--- src/rtl/instr_fetch.sv ---
// Instruction fetch unit: issues one instruction-memory request at a time and
// buffers returned words in a 2-entry queue for decode, with flush/redirect support.
module instr_fetch #(
  parameter logic [31:0] RESET_ADDR = 32'h0000_0000,
  parameter int          QDEPTH     = 2
) (
  input  logic        clock,
  input  logic        reset,
  input  logic [31:0] pc_in,
  output logic        pc_advance,
  input  logic        flush,
  output logic        imem_req_valid,
  input  logic        imem_req_ready,
  output logic [31:0] imem_addr,
  input  logic        imem_resp_valid,
  input  logic [31:0] imem_resp_data,
  output logic        if_valid,
  input  logic        if_ready,
  output logic [31:0] if_instr,
  output logic [31:0] if_pc
);

  typedef enum logic [1:0] {
    IDLE = 2'd0,
    REQ  = 2'd1,
    WAIT = 2'd2,
    DROP = 2'd3
  } state_e;

  localparam logic [1:0] QD = 2'(QDEPTH);

  state_e      state_q, state_d;
  logic [31:0] pc_pending_q, pc_pending_d;
  logic [1:0]  cnt_q, cnt_d;
  logic        rd_ptr_q, rd_ptr_d;
  logic        wr_ptr_q, wr_ptr_d;
  logic [31:0] pc_mem_q    [QDEPTH];
  logic [31:0] pc_mem_d    [QDEPTH];
  logic [31:0] instr_mem_q [QDEPTH];
  logic [31:0] instr_mem_d [QDEPTH];

  logic        slot_free;
  logic        req_on;
  logic        hs;
  logic        push;
  logic        pop;
  logic [1:0]  cnt_after_push;

  // A request may only be handed to memory while a queue slot is reserved for its reply.
  assign slot_free      = (cnt_q < QD);
  assign req_on         = (state_q == REQ) && slot_free;
  assign hs             = req_on && imem_req_ready;
  assign push           = (state_q == WAIT) && imem_resp_valid && !flush;
  assign pop            = (cnt_q != 2'd0) && if_ready;
  assign cnt_after_push = cnt_q + 2'd1 - {1'b0, pop};

  always_ff @(posedge clock or negedge reset) begin : state_reg
    if (!reset) begin
      state_q <= IDLE;
    end else begin
      state_q <= state_d;
    end
  end

  always_comb begin : next_state
    state_d = state_q;
    unique case (state_q)
      IDLE: begin
        if (!flush && slot_free) state_d = REQ;
      end
      REQ: begin
        if (hs)                         state_d = flush ? DROP : WAIT;
        else if (!flush && !slot_free)  state_d = IDLE;
      end
      WAIT: begin
        if (imem_resp_valid) begin
          // A flushed response is thrown away, so the slot it reserved is free again.
          if (flush || (cnt_after_push < QD)) state_d = REQ;
          else                                state_d = IDLE;
        end else if (flush) begin
          state_d = DROP;
        end
      end
      DROP: begin
        if (imem_resp_valid) state_d = REQ;
      end
      default: state_d = IDLE;
    endcase
  end

  always_comb begin : outputs
    imem_req_valid = req_on;
    imem_addr      = (state_q == REQ) ? pc_in : pc_pending_q;
    pc_advance     = hs && !flush;
    if_valid       = (cnt_q != 2'd0);
    if_pc          = pc_mem_q[rd_ptr_q];
    if_instr       = instr_mem_q[rd_ptr_q];
  end

  always_comb begin : queue_next
    pc_pending_d = hs ? pc_in : pc_pending_q;
    cnt_d        = cnt_q;
    rd_ptr_d     = rd_ptr_q;
    wr_ptr_d     = wr_ptr_q;
    pc_mem_d     = pc_mem_q;
    instr_mem_d  = instr_mem_q;
    if (flush) begin
      cnt_d    = 2'd0;
      rd_ptr_d = 1'b0;
      wr_ptr_d = 1'b0;
    end else begin
      if (push) begin
        pc_mem_d[wr_ptr_q]    = pc_pending_q;
        instr_mem_d[wr_ptr_q] = imem_resp_data;
        wr_ptr_d              = ~wr_ptr_q;
      end
      if (pop) rd_ptr_d = ~rd_ptr_q;
      cnt_d = cnt_q + {1'b0, push} - {1'b0, pop};
    end
  end

  always_ff @(posedge clock or negedge reset) begin : queue_reg
    if (!reset) begin
      pc_pending_q <= RESET_ADDR;
      cnt_q        <= 2'd0;
      rd_ptr_q     <= 1'b0;
      wr_ptr_q     <= 1'b0;
      for (int i = 0; i < QDEPTH; i++) begin
        pc_mem_q[i]    <= RESET_ADDR;
        instr_mem_q[i] <= 32'h0000_0000;
      end
    end else begin
      pc_pending_q <= pc_pending_d;
      cnt_q        <= cnt_d;
      rd_ptr_q     <= rd_ptr_d;
      wr_ptr_q     <= wr_ptr_d;
      pc_mem_q     <= pc_mem_d;
      instr_mem_q  <= instr_mem_d;
    end
  end

  a_no_overflow: assert property (@(posedge clock) disable iff (!reset) push |-> (cnt_q < QD));
  a_adv_on_hs:   assert property (@(posedge clock) disable iff (!reset) pc_advance |-> hs);

endmodule

--- config.mk ---
export PLATFORM = sky130hd
export DESIGN_NAME = instr_fetch
export DESIGN_NICKNAME = d
export VERILOG_FILES = /design/src/rtl/instr_fetch.sv
export SDC_FILE = /design/constraint.sdc
export NUM_CORES = 1
export LEC_CHECK = 0
export CAP_MARGIN = 30
export CORE_MARGIN = 10
export CORE_UTILIZATION = 51
export DETAILED_ROUTE_END_ITERATION = 8
export PLACE_DENSITY_LB_ADDON = 0.3
export SYNTH_ARGS = -nofsm -noshare
export SYNTH_HDL_FRONTEND = slang
export SYNTH_SLANG_ARGS = --single-unit
--- constraint.sdc ---
create_clock -name clock -period 2.4 [get_ports clock]
set_clock_uncertainty 0.2 [all_clocks]
set_input_delay 0.24 -clock clock [delete_from_list [all_inputs] [get_ports clock]]
set_output_delay 0.24 -clock clock [all_outputs]
set_load 0.01 [all_outputs]
==> results of run 1 <==
cells in the final DEF (no fill, tap or decap), types with 3 or more instances in the layout:
| master | Yosys | routed |
|---|---|---|
| inv_1 | 5 | 4 |
| bufinv_16 | 0 | 4 |
| buf_2 | 13 | 5 |
| buf_4 | 0 | 9 |
| buf_6 | 8 | 5 |
| buf_12 | 0 | 9 |
| xnor2_1 | 3 | 3 |
| nor2_1 | 4 | 4 |
| dfrtp_1 | 166 | 164 |
| ha_1 | 6 | 5 |
| clkbuf_1 | 2 | 3 |
| clkbuf_2 | 0 | 5 |
| nor2b_1 | 3 | 3 |
| dlygate4sd2_1 | 0 | 28 |
| mux2_2 | 189 | 189 |
| clkdlybuf4s50_1 | 0 | 86 |
| mux2_4 | 50 | 50 |
| clkinv_2 | 0 | 3 |
| clkbuf_16 | 0 | 17 |
| clkdlybuf4s15_1 | 0 | 10 |
| mux2_1 | 17 | 17 |
| dlymetal6s2s_1 | 0 | 31 |
repair_timing:
action | 4_1_cts | 5_1_grt
resized for setup | 78 | 53
setup endpoints to repair | 90 | 62
hold buffers | 1 | 0
cloned | 2 | 0
setup buffers | 5 | 2
hold endpoints to repair | 143 | 0
power groups by stage:
stage / logic, mW / clock network [mW] / registers (mW)
4_1_cts: 5.67 / 2.90 / 4.32
6_report: 5.55 / 2.84 / 4.33
5_1_grt: 5.96 / 3.03 / 4.45
2_1_floorplan: 3.18 / 0 / 4.12
3_3_place_gp: 5.54 / 0 / 4.28
3_5_place_dp: 5.64 / 0 / 4.36
cell families (layout without fill, tap and decap cells):
kind of cell             Yosys count  in the layout  synth area share [%]
adder cells (fa/ha/maj)            6              6                0.9612
flip-flops                       166            166                 53.19
XOR/XNOR                           5              5                0.5608
buffers and inverters             33            229                 3.284
multiplexers                     258            258                 39.57
AO/OA/AOI/OAI                      6              6                0.4647
AND/OR/NAND/NOR                   19             19                 1.971
worst register-to-register path: cells and delay by family (launching register included):
| family | cells | cell delay (ns) |
|---|---|---|
| and+or+nand+nor | 2 | 0.26 |
| DFF | 1 | 0.43 |
| adders and majority gates | 1 | 0.35 |
| muxes | 1 | 0.38 |
| buffers and inverters | 2 | 0.35 |
routing by layer:
| layer | vias to the layer above | routed length, µm | global-route usage, % |
|---|---|---|---|
| met1 | 2400 | 7619 | 21.08 |
| met2 | 123 | 8734 | 29.38 |
| met3 | 23 | 1098 | 5.578 |
| li1 | 2123 | - | - |
| met4 | 0 | 252 | 6.341 |
| met5 | - | 0 | 0 |
state kept, by name, summed over array words and instances (netlist names):
name	count
wr_ptr_q	1
pc_pending_q	32
pc_mem_q	64
cnt_q	2
rd_ptr_q	1
state_q	2
instr_mem_q	64
worst max-delay path by stage:
stage / from / to / slack [ns] / cells after the start
after CTS: rd_ptr_q$_DFFE_PN0P_ / if_instr[3] / 0.002 / 3
after floorplan: cnt_q[1]$_DFF_PN0_ / cnt_q[0]$_DFF_PN0_ / 0.42 / 7
after global placement: imem_resp_valid / pc_mem_q[37]$_DFFE_PN0P_ / 0.23 / 6
after global routing: rd_ptr_q$_DFFE_PN0P_ / if_instr[6] / -0.02 / 3
final: rd_ptr_q$_DFFE_PN0P_ / if_instr[0] / 0.04 / 3
after detailed placement: imem_resp_valid / pc_mem_q[39]$_DFFE_PN0P_ / 0.19 / 6
layout make-up:
type                       count  area (µm²)  area share, %
timing repair buffer         193        2044          19.51
inverter                       5       18.77         0.1791
clock inverter                 9       150.1          1.432
sequential                   166        4156          39.66
multi-input combinational    294        3412          32.55
tap                          188       235.2          2.244
clock buffer                  22       464.2          4.429
==> metrics.txt, run 1 <==
WHS=0.1306 ns; die height=~140 µm; CP Max Fanout=8; synth unique cells=29; Critical Path Start Type=register; Max VDD drop=roughly 660 µV; Post-Place Cell Area=roughly 0.0097 mm²; Lkg Pwr=5.327 nW; slowest stage delay, CP=0.49 ns; Rows=45; Final Hold Fails=0; antenna cells=0; Area Overhead vs Synth=34.20%; via density per instance=around 5.3; post-synthesis net count=569; CP bufs+invs=2; RSZ-0062 raised after global routing=yes; Least-Margin Pin Slew=0.4850 ns; initial core utilization=51.76%; initial DRC count=about 130; Switching Power=3.808 mW; Cells after DPL=836; residual DRC count=0; critical path type=register to primary output; GPL Wtd Cong=0.7920; Antenna Nets Post-Route=0; most instantiated library cell after synthesis=mux2_2; power density cells=1214 mW/mm²; Yosys warning count=0; post-DP HPWL=11.81 mm; Finish-stage setup viols=0; Place WS=0.1890 ns; Gate power share=43.6%; EDFF count, synth=0; sequential area share after synthesis=between 50% and 60%; drt wl/cell=20.19 µm; top-area cell type share of the netlist area=53.19%; worst r2r path cells=6; Layout Nets=753; slowest CP cell=clkdlybuf4s50_1; worst-path cell chain=buf_4 > mux2_2 > clkdlybuf4s50_1; synthesized cell area=around 0.008 mm²; reg-to-reg endpoint=pc_mem_q[39]$_DFFE_PN0P_; first drt pass iteration count=4; Clock Power Share=22.3%; Die Wd=143.8 µm; Setup crit end kind=primary output; Sw Ratio=29.94%; max_cap viols=0; HP Class=input pin to async pin; first-pass GRT wire length=28.35 mm; Routed Wire Length=17.70 mm; post-layout util=69.46%; Synth top cells by count=189 x mux2_2, 166 x dfrtp_1, 50 x mux2_4; TritonCTS buffer count=17; syn avg cell area=15.84 µm²; highest clock rate=423.5 MHz; Seq cells post-synth=166; Synth area leaders=dfrtp_1 53%, mux2_2 27%, mux2_4 9.6%, mux2_1 2.5%, buf_6 1.2%; WP data required=1.96 ns; total negative slack=0 ns; GRT overflow=0; # IOs=approximately 170; initial antenna violation count=0; CTS max path bufs=2; Final Slew Violations=0; area leader, netlist=dfrtp_1; CTS Sinks=166; status=completed; clock root cell=clkbuf_16; cell area after layout=0.01048 mm²; clock slew at reported path FFs=0.06 ns; Final Power=~13 mW; I/O Buffers=168; fin crit period=2.361 ns; FF-to-FF Start=state_q[0]$_DFFE_PN0P_; vias in the first global route=roughly 5.3k; Pint=8.912 mW; CP delay by family, top=buffers and inverters; Final Cycle Share=98.39%; Filler Cell Count=1031; largest net degree at the start of global routing=57; Die ar.=between 0.02 and 0.025 mm²; CTS tree=done; Worst EP arrival=1.92 ns; DR vias=about 4.7k; GRT Util Overall=between 10% and 20%; setup ws final=0.03873 ns; Post-Syn Instances=roughly 490; H-tree Lvls=4; Slew headroom=67.67%; ys flop type=dfrtp_1; core area=0.01509 mm²; FFs w/ async S/R, synth=100.0%; part of the power in registers=34.0%; Final Instance Count excl. Fillers=877; Worst-Skew Late Latency=approximately 0.42 ns; R2R setup slack=0.32 ns; layout cell share with drive strength beyond 1=45.57%
(Power assumes the default switching activity.)
==> run 2: changes to the inputs <==
- CORE_UTILIZATION: 51 -> 58
- DONT_BUFFER_PORTS: default -> 1
==> run 2 against run 1 <==
Compared with the run above:
- the flow now finishes with violations (negative hold slack)
- die area down 10%
- global-route usage grew 0.47 points
- non-clock buffer count decreased by 116
- clock power fell by 9.2%
- wire length fell by 7.6%
==> metrics.txt, run 2 (synthesized netlist as in run 1, its figures left out) <==
status=finished with violations; failing checks=negative hold slack; post-layout util=69.44% (about the same); Rows=42 (-6.7%); WHS=-0.6826 ns (-0.8132 ns); Worst EP arrival=1.85 ns (-0.07 ns); residual DRC count=0 (unchanged); largest net degree at the start of global routing=167 (+190%); Place WS=0.3047 ns (+0.1157 ns); Lkg Pwr=4.328 nW (-19%); I/O Buffers=0 (-100%); post-DP HPWL=10.69 mm (-9.5%); worst-path cell chain=inv_1 > ha_2 > buf_6 > mux2_2; GRT Util Overall=18.13% (+0.47 points); CP bufs+invs=2 (unchanged); initial core utilization=58.98% (+7.2 points); most common cell after layout, fill and taps aside=mux2_2; power density cells=1169 mW/mm² (-3.7%); Final Power=10.75 mW (-16%); first-pass GRT wire length=26.29 mm (-7.3%); Area Overhead vs Synth=17.75%; drt wl/cell=21.86 µm (+8.3%); max_cap viols=0 (unchanged); vias in the first global route=4636 (-12%); slowest stage delay, CP=0.40 ns (-0.09 ns); Layout Nets=637 (-15%); setup ws final=0.1095 ns (+0.07082 ns); Die ar.=0.01851 mm² (-10%); WP data required=1.96 ns (about the same); slowest CP cell=dfrtp_1; total negative slack=0 ns (unchanged); CTS tree=done; core area=0.01324 mm² (-12%); CTS max path bufs=2 (unchanged); RSZ-0062 raised after global routing=no; Max VDD drop=599.5 µV (-9.3%); Final Slew Violations=0 (unchanged); H-tree Lvls=4 (unchanged); clock slew at reported path FFs=0.06 ns (about the same); clock root cell=clkbuf_16; first drt pass iteration count=4 (unchanged); commonest cells after routing, fill and taps aside=189 x mux2_2, 165 x dfrtp_1, 67 x dlygate4sd3_1, 50 x mux2_4; layout cell share with drive strength beyond 1=49.48% (+3.9 points); Slew headroom=67.47% (-0.19 points); # IOs=169 (unchanged); Finish-stage setup viols=0 (unchanged); HP Class=input pin to async pin; CP Max Fanout=21 (+13); CP delay by family, top=flip-flops; Final Hold Fails=166 (+166); GPL Wtd Cong=0.7715 (-2.6%); Critical Path Start Type=register; hold_buf cts=67 (+66); highest clock rate=436.6 MHz (+3.1%); Final Cycle Share=95.44% (-3.0 points); Worst-Skew Late Latency=0.41 ns (about the same); antenna cells=0 (unchanged); Setup Fix Bufs, Post-CTS=0 (-5); Least-Margin Pin Slew=0.4879 ns (+0.002918 ns); DR vias=4185 (-10%); initial antenna violation count=0 (unchanged); via density per instance=5.595 (+5.1%); fin crit period=2.290 ns (-0.07082 ns); GRT overflow=0 (unchanged); die height=136.0 µm (-5.4%); Routed Wire Length=16.35 mm (-7.6%); TritonCTS buffer count=17 (unchanged); critical path type=register to primary output; initial DRC count=142 (+6.8%); Antenna Nets Post-Route=0 (unchanged); Top Registers=instr_mem_q: 64 flops, pc_mem_q: 64 flops, pc_pending_q: 32 flops; Setup crit end kind=primary output; CTS Sinks=166 (unchanged); Die Wd=136.0 µm (-5.4%)
[run 2: cell types whose count changed in the layout (fill, tap and decap cells not counted), sizes merged]
cell / before / now
clkdlybuf4s50: 86 / 0
dlygate4sd3: 1 / 67
dlymetal6s2s: 31 / 0
dlygate4sd2: 28 / 0
buf: 30 / 10
clkdlybuf4s15: 11 / 0
bufinv: 4 / 1
clkinvlp: 2 / 0
bufbuf: 1 / 0
clkinv: 3 / 2
[run 2: path summary, 6_finish.rpt]
check                                    startpoint                          end  slack (ns)  cells after the start
hold reg to reg            pc_mem_q[51]$_DFFE_PN0P_     pc_mem_q[51]$_DFFE_PN0P_        0.28                      1
max in group asynchronous                     reset  instr_mem_q[40]$_DFFE_PN0P_        2.40                      0
setup reg to reg                 cnt_q[1]$_DFF_PN0_         rd_ptr_q$_DFFE_PN0P_        0.27                      5
min in group clock                            flush       state_q[1]$_DFFE_PN0P_        0.03                      3
setup / recovery             state_q[1]$_DFFE_PN0P_                imem_addr[14]        0.11                      4
hold / removal                                reset  instr_mem_q[29]$_DFFE_PN0P_       -0.68                      0
[run 2: area by class of cell]
| type | instances | area [µm²] |
|---|---|---|
| Clock buffer | 27 | 523.0 |
| Clock inverter | 3 | 40.04 |
| Fill cell | 886 | 4046 |
| Inverter | 5 | 18.77 |
| Multi-Input combinational cell | 294 | 3402 |
| Sequential cell | 166 | 4155 |
| Tap cell | 176 | 220.2 |
| Timing Repair Buffer | 77 | 837.1 |
[run 2: what timing repair did]
action,in CTS,in global routing
endpoints found under the hold margin,268,166
endpoints found under the setup margin,3,0
resized for setup,1,0
[run 2: layer usage]
layer / global-route usage, % / vias to the layer above / part of all wire [%]
met3: 7.343 / 23 / 8.3
met2: 28.19 / 138 / 48
met5: 0 / - / 0
li1: - / 1892 / -
met4: 6.864 / 0 / 2.0
met1: 22.24 / 2132 / 42
[run 2: report_power, final]
part | total [mW] | switching [mW] | internal, mW
Sequential | 4.34 | 0.642 | 3.69
Combinational | 3.83 | 1.73 | 2.10
Clock | 2.58 | 1.00 | 1.58
[run 2: metrics by stage]
| step | cell area, µm² | instances |
|---|---|---|
| 3_5_place_dp | 7959 | 651 |
| 6_report | 9196 | 748 |
| 5_1_grt | 9196 | 748 |
| 2_1_floorplan | 7810 | 493 |
| 4_1_cts | 9196 | 748 |
| 3_3_place_gp | 7959 | 651 |
==> run 3: changes to the inputs <==
- CTS_BUF_LIST: default -> sky130_fd_sc_hd__clkbuf_2 sky130_fd_sc_hd__clkbuf_4 sky130_fd_sc_hd__clkbuf_8
- clock period: 2.4 -> 2.69 ns (I/O delays scaled with it)
==> run 3 against run 2 <==
Compared with the run above:
- the flow still finishes with violations (negative hold slack)
- critical path depth unchanged
- critical path type unchanged
- wire length decreased by 1.4%
- power decreased by 17%
- design area decreased by 2.6%
- sequential share of layout area increased by 1.2 points
- core utilization decreased by 1.8 points
==> metrics.txt, run 3 (synthesized netlist as in run 1, its figures left out) <==
HP Class=input pin to async pin; post-layout util=67.63% (-1.8 points); Rows=42 (unchanged); Finish-stage setup viols=0 (unchanged); DR vias=4280 (+2.3%); Worst EP arrival=2.07 ns (+0.22 ns); WP data required=2.22 ns (+0.26 ns); residual DRC count=0 (unchanged); CP Max Fanout=34 (+62%); area of the multi-input gates=0.003402 mm² (unchanged); Pint=5.850 mW (-21%); part of the power in registers=43.6% (+3.2 points); via density per instance=5.714 (+2.1%); Setup crit end kind=primary output; Layout Nets=635 (-0.31%); Clock Power Share=18.7% (-5.3 points); R2R setup slack=0.50 ns (+0.23 ns); total negative slack=0 ns (unchanged); H-tree Lvls=4 (unchanged); Top Registers=instr_mem_q: 64 flops, pc_mem_q: 64 flops, pc_pending_q: 32 flops; first drt pass iteration count=4 (unchanged); Register Area=0.004155 mm² (unchanged); Critical Path Start Type=register; Area Overhead vs Synth=14.67%; die height=136.0 µm (unchanged); Setup Fix Bufs, Post-CTS=0 (unchanged); post-DP HPWL=10.57 mm (-1.1%); power density cells=991.0 mW/mm² (-15%); CTS max path bufs=2 (unchanged); Antenna Nets Post-Route=0 (unchanged); TritonCTS buffer count=17 (unchanged); commonest cells after routing, fill and taps aside=189 x mux2_2, 165 x dfrtp_1, 67 x dlygate4sd3_1, 50 x mux2_4; Die Wd=136.0 µm (unchanged); max_cap viols=0 (unchanged); GPL Wtd Cong=0.7410 (-4.0%); vias in the first global route=4679 (+0.93%); GRT Util Overall=17.85% (-0.29 points); Gate power share=37.7% (+2.1 points); failing checks=negative hold slack; Worst-Skew Late Latency=0.45 ns (+0.04 ns); Final Cycle Share=94.21%; WHS=-0.6871 ns (-0.004580 ns); status=finished with violations; core area=0.01324 mm² (unchanged); Least-Margin Pin Slew=0.5425 ns (+0.05455 ns); layout cell share with drive strength beyond 1=50.17% (+0.70 points); Final Slew Violations=0 (unchanged); FF-to-FF Start=state_q[0]$_DFFE_PN0P_; setup ws final=0.1559 ns (+0.04633 ns); CTS tree=done; CTS Sinks=166 (unchanged); most common cell after layout, fill and taps aside=mux2_2; fin crit period=2.534 ns; Routed Wire Length=16.13 mm (-1.4%); Lkg Pwr=4.208 nW (-2.8%); hold_buf cts=67 (unchanged); reg-to-reg endpoint=pc_mem_q[7]$_DFFE_PN0P_; clock slew at reported path FFs=0.09 ns (+0.03 ns); highest clock rate=394.6 MHz; largest net degree at the start of global routing=167 (unchanged); initial DRC count=216 (+52%); I/O Buffers=0 (unchanged); Sw Ratio=34.09% (+2.7 points); GRT overflow=0 (unchanged); Place WS=0.4875 ns (+0.1828 ns); first-pass GRT wire length=25.91 mm (-1.4%); worst r2r path cells=5 (unchanged); Slew headroom=63.83% (-3.6 points); drt wl/cell=21.53 µm (-1.5%); Filler Cell Count=915 (+3.3%); Max VDD drop=605.8 µV (+1.1%); initial core utilization=58.98% (unchanged); initial antenna violation count=0 (unchanged); clock root cell=clkbuf_8; Die ar.=0.01851 mm² (unchanged); # resized after CTS=0 (-1); critical path type=register to primary output; RSZ-0062 raised after global routing=no; Switching Power=3.025 mW (-10%); Final Hold Fails=166 (unchanged); # IOs=169 (unchanged)
[run 3: changes by cell type in the layout (fill, tap and decap cells not counted), sizes merged]
cell / delta
clkinv: +6
clkinvlp: +3
inv: +3
diode: +1
buf: -2
clkbuf: -10
[run 3: power by group through the flow]
stage / Sequential [mW] / Combinational [mW] / Clock (mW)
global placement: 3.83 / 3.24 / 0
finish: 3.87 / 3.35 / 1.66
floorplan: 3.67 / 2.84 / 0
global route: 3.99 / 3.60 / 1.82
detailed placement: 3.91 / 3.30 / 0
CTS: 3.86 / 3.41 / 1.71
[run 3: worst max path at each step]
stage,from,end,cells after the start
3_5_place_dp,state_q[0]$_DFFE_PN0P_,instr_mem_q[9]$_DFFE_PN0P_,5
4_1_cts,state_q[1]$_DFFE_PN0P_,imem_addr[31],4
6_report,state_q[1]$_DFFE_PN0P_,imem_addr[13],4
5_1_grt,state_q[1]$_DFFE_PN0P_,imem_addr[13],4
2_1_floorplan,cnt_q[1]$_DFF_PN0_,cnt_q[0]$_DFF_PN0_,7
3_3_place_gp,state_q[0]$_DFFE_PN0P_,pc_mem_q[7]$_DFFE_PN0P_,5
[run 3: area by class of cell]
cell class | instances | share of cell area [%]
antenna | 1 | 0.02794
clock inverter | 15 | 1.453
timing repair buffer | 75 | 8.857
tap | 176 | 2.459
inverter | 5 | 0.2096
clock buffer | 17 | 2.612
sequential | 166 | 46.40
multi-input combinational | 294 | 37.99
[run 3: worst max-delay path, cell delays in order (launching register included)]
cell and delay, ns:
dfrtp_1 0.41, inv_1 0.11, ha_2 0.22, buf_4 0.43, mux2_2 0.43
[run 3: routing by layer]
metal / up-vias / share of wire, % / global-route usage (%)
li1: 1889 / - / -
met1: 2236 / 41 / 22.22
met2: 131 / 49 / 27.43
met3: 24 / 7.9 / 7.159
met4: 0 / 1.7 / 6.686
met5: - / 0 / 0
[run 3: through the flow]
step / instances / hold slack (ns) / power [mW] / area (µm²)
after floorplan: 493 / -0.2266 / 6.511 / 7810
after global placement: 649 / -0.2203 / 7.068 / 7919
after detailed placement: 649 / -0.2204 / 7.209 / 7919
after CTS: 748 / -0.7284 / 8.981 / 8954
after global routing: 748 / -0.7373 / 9.405 / 8954
final: 749 / -0.6871 / 8.875 / 8956
